$ cat src/rtl/chk_tx_fifo_seq.sv
// Stateful checker for the PCS TX FIFO read port: verifies filler codes in
// disabled slots and a running +STEP sequence across enabled slots.
module chk_tx_fifo_seq #(
    parameter int unsigned       W           = 12,
    parameter int unsigned       LANES       = 2,
    parameter int unsigned       STEP        = 8,
    parameter logic [W-1:0]      IDLE        = 12'h555,
    parameter logic [W-1:0]      SYNC        = 12'hAAA,
    parameter int unsigned       HEAD_W      = 4,
    parameter logic [HEAD_W-1:0] LANEOK_HEAD = 4'hB,
    parameter int unsigned       CNT_W       = 16,
    parameter int unsigned       RELOCK_N    = 4
) (
    input  logic                 clk,
    input  logic                 reset_n,
    input  logic                 clear,
    input  logic                 pop,
    input  logic [LANES-1:0]     en_rd,
    input  logic [LANES*W-1:0]   data_rd,
    output logic                 correct,
    output logic                 locked,
    output logic                 err_sticky,
    output logic [CNT_W-1:0]     err_cnt,
    output logic [CNT_W-1:0]     word_cnt,
    output logic [LANES*W-1:0]   first_err_data,
    output logic [LANES-1:0]     first_err_en
);

    localparam int unsigned PC_W  = $clog2(LANES + 1);
    localparam int unsigned BAD_W = $clog2(RELOCK_N + 1);

    typedef enum logic {SEED, CHECK} state_t;

    state_t               r_state, w_state_nxt;
    logic [BAD_W-1:0]     r_bad, w_bad_nxt, w_bad_inc;
    logic [W-1:0]         r_last;
    logic                 r_correct, r_sticky;
    logic [CNT_W-1:0]     r_err_cnt, r_word_cnt;
    logic [LANES*W-1:0]   r_fe_data;
    logic [LANES-1:0]     r_fe_en;

    logic                 w_fill_ok, w_seq_ok, w_have, w_good;
    logic [W-1:0]         w_prev, w_slot;
    logic [PC_W-1:0]      w_pc, w_add;
    logic [CNT_W:0]       w_wsum;

    // w_prev ends holding the highest-index enabled slot (next value of last)
    always_comb begin
        w_fill_ok = 1'b1;
        w_seq_ok  = 1'b1;
        w_have    = 1'b0;
        w_prev    = r_last;
        w_pc      = '0;
        w_slot    = '0;
        for (int unsigned i = 0; i < LANES; i++) begin
            w_slot = data_rd[i*W +: W];
            if (en_rd[i]) begin
                w_pc = w_pc + PC_W'(1);
                if ((w_have || r_state == CHECK) && (w_slot != w_prev + W'(STEP)))
                    w_seq_ok = 1'b0;
                w_prev = w_slot;
                w_have = 1'b1;
            end else if (!(w_slot == IDLE || w_slot == SYNC ||
                           w_slot[W-1 -: HEAD_W] == LANEOK_HEAD)) begin
                w_fill_ok = 1'b0;
            end
        end
        w_good = w_fill_ok && w_seq_ok;
        w_add  = pop ? w_pc : '0;
        w_wsum = {1'b0, r_word_cnt} + (CNT_W+1)'(w_add);
    end

    always_comb begin
        w_state_nxt = r_state;
        w_bad_nxt   = r_bad;
        w_bad_inc   = r_bad + BAD_W'(1);
        if (pop) begin
            case (r_state)
                SEED: begin
                    if (w_good && (|en_rd)) w_state_nxt = CHECK;
                    w_bad_nxt = '0;
                end
                CHECK: begin
                    if (w_good) begin
                        w_bad_nxt = '0;
                    end else if (w_bad_inc == BAD_W'(RELOCK_N)) begin
                        w_state_nxt = SEED;
                        w_bad_nxt   = '0;
                    end else begin
                        w_bad_nxt = w_bad_inc;
                    end
                end
                default: w_state_nxt = SEED;
            endcase
        end
    end

    always_ff @(posedge clk) begin
        if (!reset_n || clear) begin
            r_state    <= SEED;
            r_bad      <= '0;
            r_last     <= '0;
            r_correct  <= 1'b1;
            r_sticky   <= 1'b0;
            r_err_cnt  <= '0;
            r_word_cnt <= '0;
            r_fe_data  <= '0;
            r_fe_en    <= '0;
        end else begin
            r_state    <= w_state_nxt;
            r_bad      <= w_bad_nxt;
            r_correct  <= pop ? w_good : 1'b1;
            r_word_cnt <= w_wsum[CNT_W] ? '1 : w_wsum[CNT_W-1:0];
            if (pop && (|en_rd))
                r_last <= w_prev;
            if (pop && !w_good) begin
                if (r_err_cnt != '1)
                    r_err_cnt <= r_err_cnt + CNT_W'(1);
                r_sticky <= 1'b1;
                if (!r_sticky) begin
                    r_fe_data <= data_rd;
                    r_fe_en   <= en_rd;
                end
            end
        end
    end

    assign correct        = r_correct;
    assign locked         = (r_state == CHECK);
    assign err_sticky     = r_sticky;
    assign err_cnt        = r_err_cnt;
    assign word_cnt       = r_word_cnt;
    assign first_err_data = r_fe_data;
    assign first_err_en   = r_fe_en;

endmodule

$ cat config.mk
export PLATFORM = sky130hd
export DESIGN_NAME = chk_tx_fifo_seq
export DESIGN_NICKNAME = d
export VERILOG_FILES = /design/src/rtl/chk_tx_fifo_seq.sv
export SDC_FILE = /design/constraint.sdc
export NUM_CORES = 1
export LEC_CHECK = 0
export CORE_ASPECT_RATIO = 0.7
export CORE_MARGIN = 2
export CORE_UTILIZATION = 30
export CTS_BUF_LIST = sky130_fd_sc_hd__clkbuf_16
export DETAILED_ROUTE_END_ITERATION = 12
export REMOVE_ABC_BUFFERS = 1
export SYNTH_ARGS = -nofsm -noshare
export SYNTH_HDL_FRONTEND = slang
export SYNTH_SLANG_ARGS = --single-unit
export TNS_END_PERCENT = 5
$ cat constraint.sdc
create_clock -name clk -period 8.8 [get_ports clk]
set_input_delay 1.76 -clock clk [delete_from_list [all_inputs] [get_ports clk]]
set_output_delay 1.76 -clock clk [all_outputs]
set_load 0.005 [all_outputs]
=== Word-level counts from Yosys, hierarchy flattened ===
Cells that the tools add are included.

* ROM bits: 0
* RAM bits: 0
* Output and inout port bits: 61
* Bits in latches: 0
* Word-level logic and storage cells: 68
* Register bits after elaboration: 76
* Memories: 0

* Equal/unequal tests: 10
* Div/mod/pow operators: 0
* Multiply operators: 0
* Shift-type cells: 0
* Bitwise operators: 3
* $add $sub $neg: 6
* Multiplexer cells: 22
* Magnitude comparators: 0
* Reductions and logical operators: 18

{| class="wikitable"
|+ Operators with widths
! cell !! number
|-
| 12-bit by 4-bit adder with 12-bit output (second input constant) || 2
|-
| 12-bit by 11-bit == test with 1-bit output (second input constant) || 2
|-
| 12-bit == test (second input constant) || 2
|-
| 12-bit two-way mux || 2
|-
| 12-bit inequality test || 2
|-
| 16-bit by 2-bit adder with 17-bit output || 1
|-
| 16-bit by 1-bit adder with 16-bit output (second input constant) || 1
|-
| 16-bit two-way mux || 1
|-
| 16-bit inequality test (second input constant) || 1
|-
| 1-bit two-way mux || 13
|-
| 4-bit == test (second input constant) || 2
|-
| 1-bit logical AND || 6
|-
| 1-bit logical OR || 6
|-
| 3-bit two-way mux || 2
|-
| 3-bit one-hot mux with 2 select lines || 1
|-
| 2-bit two-way mux || 2
|-
| 2-bit AND reduction || 2
|-
| 2-bit OR reduction || 2
|-
| 3-bit by 1-bit adder with 3-bit output (second input constant) || 1
|-
| 3-bit == test (second input constant) || 1
|-
| 1-bit NOT || 3
|-
| 2-bit by 1-bit adder with 2-bit output (second input constant) || 1
|-
| 1-bit logical NOT || 2
|-
| 1-bit one-hot mux with 2 select lines || 1
|}

=== Depth between registers and ports, before layout ===
Gate-level depths: netlist of the first run.

* Word-level depth: 11
* Mapped depth: 16
* Depth with buffers taken out: 14

=== Worst setup path after synthesis of the first run ===
OpenSTA, ideal clock, no wires.

* Path kind: input to register
* Start: input port en_rd[1]
* End: register r_word_cnt[10], in the netlist word_cnt[10]
* Data arrival time: 4743 ps
* Required time: 8730 ps
* Slack: 3987 ps
* Cell stages on the path: 15
* Setup time: 70 ps
* Cell sequence: clkbuf_1 -> inv_1 -> clkbuf_1 -> ha_1 -> and2_1 -> ha_1 -> inv_1 -> fa_1 -> and3b_1 -> and3_1 -> and2_1 -> nand4_1 -> or3_1 -> clkbuf_1 -> a21oi_1

* Word-level cells in the longest chain between the ends: 4

{| class="wikitable"
|+ Ends and longest elaborated chain
! what !! RTL line !! source
|-
| from (decl) || 18 || <nowiki>input logic [LANES-1:0] en_rd,</nowiki>
|-
| 2-bit two-way mux || 57 || <nowiki>if (en_rd[i]) begin</nowiki>
|-
| 2-bit two-way mux || 69 || <nowiki>w_add = pop ? w_pc : '0;</nowiki>
|-
| 16-bit by 2-bit adder with 17-bit output || 70 || <nowiki>w_wsum = {1'b0, r_word_cnt} + (CNT_W+1)'(w_add);</nowiki>
|-
| 16-bit two-way mux || 113 || <nowiki>r_word_cnt <= w_wsum[CNT_W] ? '1 : w_wsum[CNT_W-1:0];</nowiki>
|-
| to (signal assigned) || 113 ||
|-
| to (decl) || 38 || <nowiki>logic [CNT_W-1:0] r_err_cnt, r_word_cnt;</nowiki>
|}

Every way passes these cells.
A chain may end at the register's enable or synchronous reset.

=== Worst setup path in the final report of the first run ===
* Start: input port en_rd[1]
* End: register r_word_cnt[1], in the netlist word_cnt[1]

The elaborated chain is that of the path after synthesis.

==> results of run 1 <==
[sequential cells by signal (all words and copies together), names as in the netlist]
register	cells
r_last	12
err_cnt	16
correct	1
first_err_en	2
word_cnt	16
locked	1
r_bad	3
err_sticky	1
first_err_data	24
[synthesized netlist by cell type (all sizes together), types with 2 or more instances]
library cell	n	share of area
a31oi	6	0.0086
a41oi	2	0.0040
nor3	4	0.0046
nor4bb	3	0.0069
or2	2	0.0029
mux2	3	0.0077
nor3b	2	0.0034
nor4b	3	0.0060
and2	3	0.0043
nand4	15	0.021
o21ai	49	0.056
nand2	31	0.027
xor2	14	0.028
nor2b	5	0.0072
o31ai	3	0.0052
and3	7	0.010
buf	15	0.028
o22ai	7	0.010
and4b	2	0.0046
a21oi	72	0.084
ha	9	0.026
mux2i	13	0.030
o211ai	2	0.0034
clkbuf	21	0.018
and4	3	0.0060
a41o	6	0.014
nand2b	9	0.013
or4	3	0.0060
dfxtp	76	0.35
nor4	4	0.0057
nand3	42	0.048
a21o	4	0.0069
or3	9	0.013
inv	14	0.012
nor2	24	0.021
o2111ai	2	0.0040
xnor2	27	0.054
a211oi	2	0.0046
nand3b	4	0.0069
[power by group]
group,total [mW],switching (mW),internal [mW],leakage (nW)
clock network,0.359,0.144,0.216,0.139
logic,0.123,0.0710,0.0517,1.22
registers,0.359,0.00761,0.352,0.616
total,0.842,0.223,0.619,1.98
[area by class of cell]
cell class,count,area (um^2),area share
repair buffers,95,938,0.166
inverters,15,56.3,0.00998
flip-flops and latches,76,1520,0.270
clock inverters,7,60.1,0.0107
clock buffers,9,225,0.0399
well taps,190,238,0.0422
multi-input cells,409,2600,0.461
[cells by family (layout without fill, tap and decap cells)]
| group | count (synthesis) | in the layout |
|---|---|---|
| compound gates | 165 | 165 |
| xor+xnor | 41 | 41 |
| fa+ha+maj | 10 | 10 |
| buf+inv | 51 | 126 |
| flops | 76 | 76 |
| mux | 16 | 16 |
| simple gates | 177 | 177 |
[worst min-delay path, delay by kind of cell (launching register included)]
kind | cells | cell delay [ns]
flops | 1 | 0.31
compound gates | 2 | 0.14
[layout by cell type, fill, tap and decap left out, types with 13 or more instances in the layout]
cell type and count:
nor2_1 24, o21ai_1 30, a21oi_1 70, nand2_1 31, xnor2_1 27, nand3_1 42
inv_1 16, nand4_1 15, clkdlybuf4s50_1 90, xor2_1 14, dfxtp_1 76, mux2i_1 13
o21ai_0 19
[stage by stage]
step                utilization  total power [mW]
floorplan                     -             0.427
global placement          0.381             0.486
detailed placement        0.381             0.488
CTS                       0.401             0.849
global route              0.401             0.876
finish                    0.401             0.842
[layer usage]
layer | GRT usage | part of all wire
met5 | 0 | 0
met4 | 0.0503 | 0.011
met3 | 0.0502 | 0.084
met2 | 0.251 | 0.43
met1 | 0.240 | 0.48
[how the worst max path moves through the flow]
| stage | from | endpoint | slack [ns] | cells after the start |
|---|---|---|---|---|
| after detailed placement | en_rd[0] | err_cnt[3] | 3.00 | 12 |
| after floorplan | en_rd[0] | err_cnt[13] | 3.89 | 10 |
| after global placement | en_rd[0] | err_cnt[0] | 3.05 | 12 |
| final | en_rd[1] | word_cnt[1] | 3.37 | 13 |
| after global routing | en_rd[0] | err_cnt[0] | 3.04 | 12 |
| after CTS | en_rd[0] | err_cnt[3] | 3.35 | 12 |
==> flow_summary_export.csv, run 1 <==
group,metric,value,unit
run_status,run_status,"finished clean",
clock_network,hold_buffers,0,
detailed_routing,drc,0,
logic_synthesis,synth-simple-area-share,0.222,
power_and_ir_drop,vdd_drop_max,0.0830,mV
timing,period_share,0.617,
timing,relSlewSlack,0.261,
detailed_routing,num_vias,4333,
logic_synthesis,syn_avg_cell_area,8.15,um^2
logic_synthesis,syn_inst,536,
detailed_routing,routed_via_density,5.41,
floorplan,die_w,148,um
cells_and_area,fin_cells,801,
setup_path,cp.arrival,5.69,ns
place,pre_cts_slack,3.00,ns
grt,grt-ovfl-total,0,
timing,fin_skew,0.00598,ns
setup_path,worstSetupPathType,"in -> reg",
clock_network,cts_tree,"done",
timing,setup_tns,0,ns
min_path,holdPathEnd,"first_err_data[11]",
setup_path,r2r_start,"r_last[3]",
setup_path,ff2ff_path_depth,10,
clock_network,cts_resized,0,
floorplan,io_pins,91,
timing,hold_slack,0.489,ns
setup_path,cp.required,9.06,ns
timing,fmax,184,MHz
cells_and_area,layout.nets,646,
setup_path,worstSetupEndpointType,"flop",
logic_synthesis,synth_cell_types,59,
timing,slew_violations,0,
setup_path,crit_family,"simple AND/OR/NAND/NOR gates",
detailed_routing,dr.pass1.iters,4,
setup_path,startpoint_type,"input port",
logic_synthesis,synth_seq_area_share,0.348,
logic_synthesis,synthesis.area,4370,um^2
logic_synthesis,synth_xor_area_frac,0.0822,
cells_and_area,antenna_cells,0,
setup_path,crit_fanout,13,
logic_synthesis,synth_top_family_by_area,"simple AND/OR/NAND/NOR gates",
timing,setup_viol,0,
floorplan,coreArea,14100,um^2
logic_synthesis,async_flop_share,0,
clock_network,cts_setup_buffers,0,
setup_path,max_stage_delay,0.78,ns
grt,antenna_found_initial,0,
clock_network,cts_buffers,9,
clock_network,cts_sinks,76,
timing,hold_viol,0,
logic_synthesis,yosys_warnings,0,
floorplan,rows,36,
power_and_ir_drop,power.density,149,nW/um^2
setup_path,critical_path_buf_inv_count,3,
clock_network,clock_path_buffers,2,
min_path,holdPathStages,2,
detailed_routing,wl_per_cell,16.6,um
setup_path,crit_path_top_delay_cell,"clkdlybuf4s50_1",
clock_network,cts_max_level,3,
logic_synthesis,ys_ff_latch,76,
timing,fin_crit,5.43,ns
cells_and_area,syn2layout_area_growth,29.1,%
grt,grt_max_degree,63,
clock_network,clk_latency,0.34,ns
flow_run,drv_cap,0,
place,gp_congestion,0.924,
grt,first_global_vias,4108,
place,placed_cells,785,
setup_path,path_cells,"clkdlybuf4s50_1 > inv_1 > ha_1 > and2_1 > ha_1 > inv_1 > fa_1 > and3b_1 > and3_1 > and2_1 > nand4_1 > or3_1 > a21oi_1",
detailed_routing,drtAntennaViolNets,0,
floorplan,dieArea,15600,um^2
min_path,min-delay-start,"first_err_data[11]",
floorplan,start_util,0.311,
timing,tightestPinTransition,1.10,ns
detailed_routing,drt_iter0_markers,321,
logic_synthesis,synth_compound_area_frac,0.221,
setup_path,r2r_setup_slack,5.34,ns
timing,rsz0062_at_grt,"false",
detailed_routing,drt_wl_total,13300,um
logic_synthesis,synth_edf_count,0,
timing,setup_slack,3.37,ns
cells_and_area,fillCellCount,1460,
logic_synthesis,synthMuxAreaShare,0.0375,
cells_and_area,drive_gt1_frac,0.0442,
place,dp.final_hpwl,9500,um
logic_synthesis,yosys.area_share.adder,0.0304,
clock_network,cts_root_buf,"clkbuf_16",
floorplan,die_h,105,um
min_path,hold_class,"reg -> reg",
logic_synthesis,synthFlopType,"dfxtp_1",
power_and_ir_drop,leakage,1.98,nW
place,portBuffers,90,
clock_network,clkTransAtPathRegs,0.06,ns
place,dpl_cell_area,5350,um^2
grt,grt.total_usage,0.171,
setup_path,reg2reg_to,"err_cnt[3]",
grt,grt_pass1_wl,21300,um
cells_and_area,finalInstanceArea,5640,um^2
Note: power is estimated with default switching activity, not from simulation.
==> run 2: changes to the inputs <==
==> constraint.sdc (replaced) <==
create_clock -name clk -period 5.62 [get_ports clk]
set_input_delay 1.124 -clock clk [delete_from_list [all_inputs] [get_ports clk]]
set_output_delay 1.124 -clock clk [all_outputs]
set_load 0.005 [all_outputs]
==> run 2 against run 1 <==
Clock-buffer cell count did not move. Via count fell by 0.74%. Worst setup slack got worse by 2.3 ns. Clock skew rose by 0.0020 ns. Die area did not move. Worst hold slack improved by 0.0082 ns. Register-to-register slack got worse by 3.2 ns. Critical path type unchanged. Largest power group unchanged. Highest routed layer unchanged.
==> flow_summary_export.csv, run 2 (synthesized netlist as in run 1, its figures left out) <==
group,metric,value,unit
power_and_ir_drop,internal-power,925,uW
detailed_routing,drtAntennaViolNets,0,
grt,grt_max_degree,52,
power_and_ir_drop,p_sw_frac,0.272,
power_and_ir_drop,total_power,1.27,mW
clock_network,cts_max_level,3,
detailed_routing,drt_iter0_markers,381,
place,gp_congestion,0.851,
setup_path,worstSetupPathType,"in -> reg",
timing,setup_tns,0,ns
power_and_ir_drop,leakage,1.97,nW
power_and_ir_drop,pwr-share-comb,0.150,
clock_network,clkTransAtPathRegs,0.06,ns
clock_network,cts_setup_buffers,0,
place,portBuffers,90,
min_path,hold_class,"reg -> reg",
detailed_routing,wl_per_cell,16.7,um
cells_and_area,finalInstanceArea,5630,um^2
detailed_routing,met3_length,1120,um
cells_and_area,seqCellArea,1520,um^2
timing,fin_crit,4.59,ns
cells_and_area,largest_reg_flops,24,
place,pre_cts_slack,0.705,ns
setup_path,worstSetupEndpointType,"flop",
cells_and_area,layout_commonest_cell,"clkdlybuf4s50_1",
timing,slew_violations,0,
clock_network,clk_latency,0.33,ns
clock_network,cts_root_buf,"clkbuf_16",
timing,setup_viol,0,
timing,hold_slack,0.498,ns
power_and_ir_drop,p_sw,345,uW
place,dpl_cell_area,5370,um^2
timing,tightestPinTransition,1.05,ns
setup_path,startpoint_type,"input port",
cells_and_area,fin_util,0.400,
timing,fin_skew,0.00796,ns
cells_and_area,antenna_cells,0,
cells_and_area,syn2layout_area_growth,28.8,%
clock_network,clock_path_buffers,2,
setup_path,cp.required,5.87,ns
floorplan,rows,36,
power_and_ir_drop,clkPwrFrac,0.404,
floorplan,dieArea,15600,um^2
cells_and_area,fin_cells,802,
cells_and_area,multi_input_area,2600,um^2
cells_and_area,fillCellCount,1423,
cells_and_area,layout.nets,648,
setup_path,crit_fanout,18,
timing,rsz0062_at_grt,"false",
detailed_routing,routed_via_density,5.36,
run_status,run_status,"finished clean",
detailed_routing,drc,0,
detailed_routing,top_layer_used,"met4",
power_and_ir_drop,p_seq_frac,0.446,
timing,hold_viol,0,
timing,setup_slack,1.03,ns
place,dp.final_hpwl,9680,um
timing,period_share,0.817,
grt,first_global_vias,4003,
detailed_routing,drt_wl_total,13400,um
grt,grt-ovfl-total,0,
cells_and_area,drive_gt1_frac,0.0490,
power_and_ir_drop,vdd_drop_max,0.164,mV
floorplan,coreArea,14100,um^2
place,placed_cells,787,
clock_network,cts_tree,"done",
floorplan,start_util,0.311,
cells_and_area,layout_common_cells,"clkdlybuf4s50_1, dfxtp_1, a21oi_1",
detailed_routing,met1_length,6550,um
clock_network,hold_buffers,0,
flow_run,drv_cap,0,
timing,fmax,218,MHz
clock_network,cts_sinks,76,
setup_path,cp.arrival,4.84,ns
floorplan,die_h,105,um
detailed_routing,wl_met2,5650,um
power_and_ir_drop,power.density,226,nW/um^2
grt,antenna_found_initial,0,
clock_network,cts_buffers,9,
clock_network,cts_resized,0,
grt,grt.total_usage,0.173,
detailed_routing,dr.pass1.iters,5,
timing,relSlewSlack,0.296,
grt,grt_pass1_wl,21800,um
floorplan,io_pins,91,
detailed_routing,num_vias,4301,
floorplan,die_w,148,um
## run 2: changes by cell type in the layout (fill, tap and decap cells not counted), sizes merged
cell	previous run	this run
clkinv	3	5
buf	5	7
bufinv	1	0
inv	16	14
## run 2: worst max-delay path, cell delays in order
cell	delay, ns
clkdlybuf4s50_1	0.64
buf_4	0.28
inv_1	0.12
ha_1	0.29
and2_1	0.14
ha_1	0.17
inv_1	0.06
fa_1	0.38
and3b_1	0.25
and3_1	0.19
and2_1	0.15
nand4_1	0.19
or3_1	0.62
a21oi_1	0.23
## run 2: power groups by stage
stage	logic [mW]	clock network (mW)	registers, mW
floorplan	0.0955	0	0.573
global placement	0.186	0	0.577
detailed placement	0.189	0	0.578
CTS	0.190	0.526	0.566
global route	0.209	0.547	0.568
finish	0.190	0.513	0.566
## run 2: layer usage
layer	up-vias	track usage
li1	2105	-
met1	2013	0.256
met2	177	0.246
met3	6	0.0511
met4	0	0.0347
met5	-	0
## run 2: worst paths after layout
path                                         start                 end  slack, ns  cells past startpoint
worst max-delay path                      en_rd[0]         word_cnt[1]       1.03                     14
worst min register to register  first_err_data[17]  first_err_data[17]       0.50                      2
worst max register to register           r_last[3]   first_err_data[1]       2.14                     11
worst min-delay path            first_err_data[17]  first_err_data[17]       0.50                      2
## run 2: layout make-up
class | instances | share of cell area
clock buffers | 9 | 0.0400
clock inverters | 6 | 0.00578
inverters | 15 | 0.0100
multi-input cells | 409 | 0.462
flip-flops and latches | 76 | 0.270
well taps | 190 | 0.0423
repair buffers | 97 | 0.169
==> run 3: changes to the inputs <==
==> constraint.sdc (replaced) <==
create_clock -name clk -period 4.1 [get_ports clk]
set_input_delay 0.82 -clock clk [delete_from_list [all_inputs] [get_ports clk]]
set_output_delay 0.82 -clock clk [all_outputs]
set_load 0.005 [all_outputs]
==> run 3 against run 2 <==
Worst setup slack got worse by 0.77 ns. Largest cell class unchanged. First-iteration DRC count is 14% higher. Sequential share of layout area shrank 0.97 points. Non-clock buffer count is 21 higher. Combinational power increased by 49%. Design area is 3.7% higher. Worst hold slack got worse by 0.010 ns. Critical path depth is 1 lower. Register-to-register slack got worse by 1.1 ns. Clock-buffer cell count did not move. Global-route usage grew 0.48 points.
==> flow_summary_export.csv, run 3 (synthesized netlist as in run 1, its figures left out) <==
group,metric,value,unit
detailed_routing,dr.pass1.iters,5,
grt,antenna_found_initial,0,
detailed_routing,drtAntennaViolNets,0,
clock_network,hold_buffers,0,
clock_network,cts_max_level,3,
detailed_routing,drt_wl_total,13500,um
grt,grt.total_usage,0.178,
detailed_routing,wl_per_cell,16.4,um
clock_network,clkTransAtPathRegs,0.07,ns
timing,slew_violations,0,
detailed_routing,routed_via_density,5.39,
place,portBuffers,90,
setup_path,worstSetupEndpointType,"flop",
place,dp.final_hpwl,9940,um
timing,rsz0062_at_grt,"false",
floorplan,coreArea,14100,um^2
cells_and_area,seqCellArea,1520,um^2
clock_network,cts_root_buf,"clkbuf_16",
cells_and_area,drive_gt1_frac,0.0804,
power_and_ir_drop,power.density,314,nW/um^2
clock_network,clock_path_buffers,2,
cells_and_area,layout_commonest_cell,"clkdlybuf4s50_1",
timing,setup_tns,0,ns
grt,grt_pass1_wl,22400,um
timing,fin_crit,3.84,ns
clock_network,clk_latency,0.34,ns
timing,setup_viol,0,
power_and_ir_drop,total_power,1.83,mW
min_path,hold_class,"reg -> reg",
power_and_ir_drop,leakage,2.10,nW
cells_and_area,antenna_cells,0,
cells_and_area,syn2layout_area_growth,33.6,%
timing,tightestPinTransition,1.02,ns
timing,hold_viol,0,
cells_and_area,largest_reg_flops,24,
clock_network,cts_resized,0,
setup_path,startpoint_type,"input port",
grt,first_global_vias,4296,
place,gp_congestion,0.906,
cells_and_area,fillCellCount,1405,
timing,fmax,260,MHz
cells_and_area,layout_common_cells,"clkdlybuf4s50_1, dfxtp_1, a21oi_1",
floorplan,dieArea,15600,um^2
cells_and_area,layout.nets,669,
floorplan,start_util,0.311,
timing,relSlewSlack,0.317,
clock_network,cts_buffers,9,
timing,period_share,0.938,
setup_path,cp.arrival,4.10,ns
floorplan,io_pins,91,
clock_network,cts_tree,"done",
floorplan,die_w,148,um
grt,grt-ovfl-total,0,
detailed_routing,drt_iter0_markers,436,
clock_network,cts_setup_buffers,0,
setup_path,worstSetupPathType,"in -> reg",
power_and_ir_drop,vdd_drop_max,0.209,mV
timing,fin_skew,0.0108,ns
clock_network,cts_sinks,76,
floorplan,die_h,105,um
cells_and_area,multi_input_area,2600,um^2
flow_run,drv_cap,0,
floorplan,rows,36,
detailed_routing,num_vias,4441,
grt,grt_max_degree,43,
detailed_routing,drc,0,
setup_path,crit_fanout,13,
run_status,run_status,"finished clean",
setup_path,cp.required,4.36,ns
## run 3: cell count changes in the layout (fill, tap and decap cells not counted)
cell and delta:
bufinv_16 +1, buf_12 +2, clkinvlp_4 -1, inv_1 +1
buf_4 +19
## run 3: metal layers
metal  part of all wire  global-route usage
met2               0.43               0.271
met5                  0                   0
met4              0.018              0.0476
met1               0.47               0.249
met3              0.085              0.0437
## run 3: power breakdown
part,internal [mW],total [mW],switching (mW)
sequential,0.755,0.773,0.0180
combinational,0.129,0.284,0.155
clock,0.463,0.773,0.310
## run 3: layout make-up
class,instances,area share
clock buffers,9,0.0386
well taps,190,0.0407
clock inverters,7,0.0101
multi-input cells,409,0.446
flip-flops and latches,76,0.261
inverters,15,0.00965
repair buffers,118,0.195
## run 3: final timing paths
check	from	endpoint	slack [ns]	depth (start not counted)
min	first_err_data[6]	first_err_data[6]	0.49	2
min reg2reg	first_err_data[6]	first_err_data[6]	0.49	2
max	en_rd[0]	word_cnt[4]	0.26	13
max reg2reg	r_last[3]	err_cnt[13]	1.04	10
## run 3: worst max-delay path: stages
cell             delay (ns)
clkdlybuf4s50_1        0.64
inv_1                  0.11
ha_1                   0.32
and2_1                 0.13
ha_1                   0.16
inv_1                  0.05
fa_1                   0.38
and3b_1                0.23
and3_1                 0.19
and2_1                 0.15
nand4_1                0.11
or3_1                  0.59
a21oi_1                0.21
## run 3: through the flow
stage | cells | util | instance area [um^2] | hold slack (ns) | setup slack (ns)
2_1_floorplan | 500 | - | 4170 | 0.460 | 0.128
3_3_place_gp | 808 | 0.395 | 5550 | 0.468 | -0.0115
3_5_place_dp | 808 | 0.395 | 5550 | 0.473 | -0.0761
4_1_cts | 824 | 0.415 | 5840 | 0.484 | 0.263
5_1_grt | 824 | 0.415 | 5840 | 0.522 | 0.0388
6_report | 824 | 0.415 | 5840 | 0.487 | 0.255
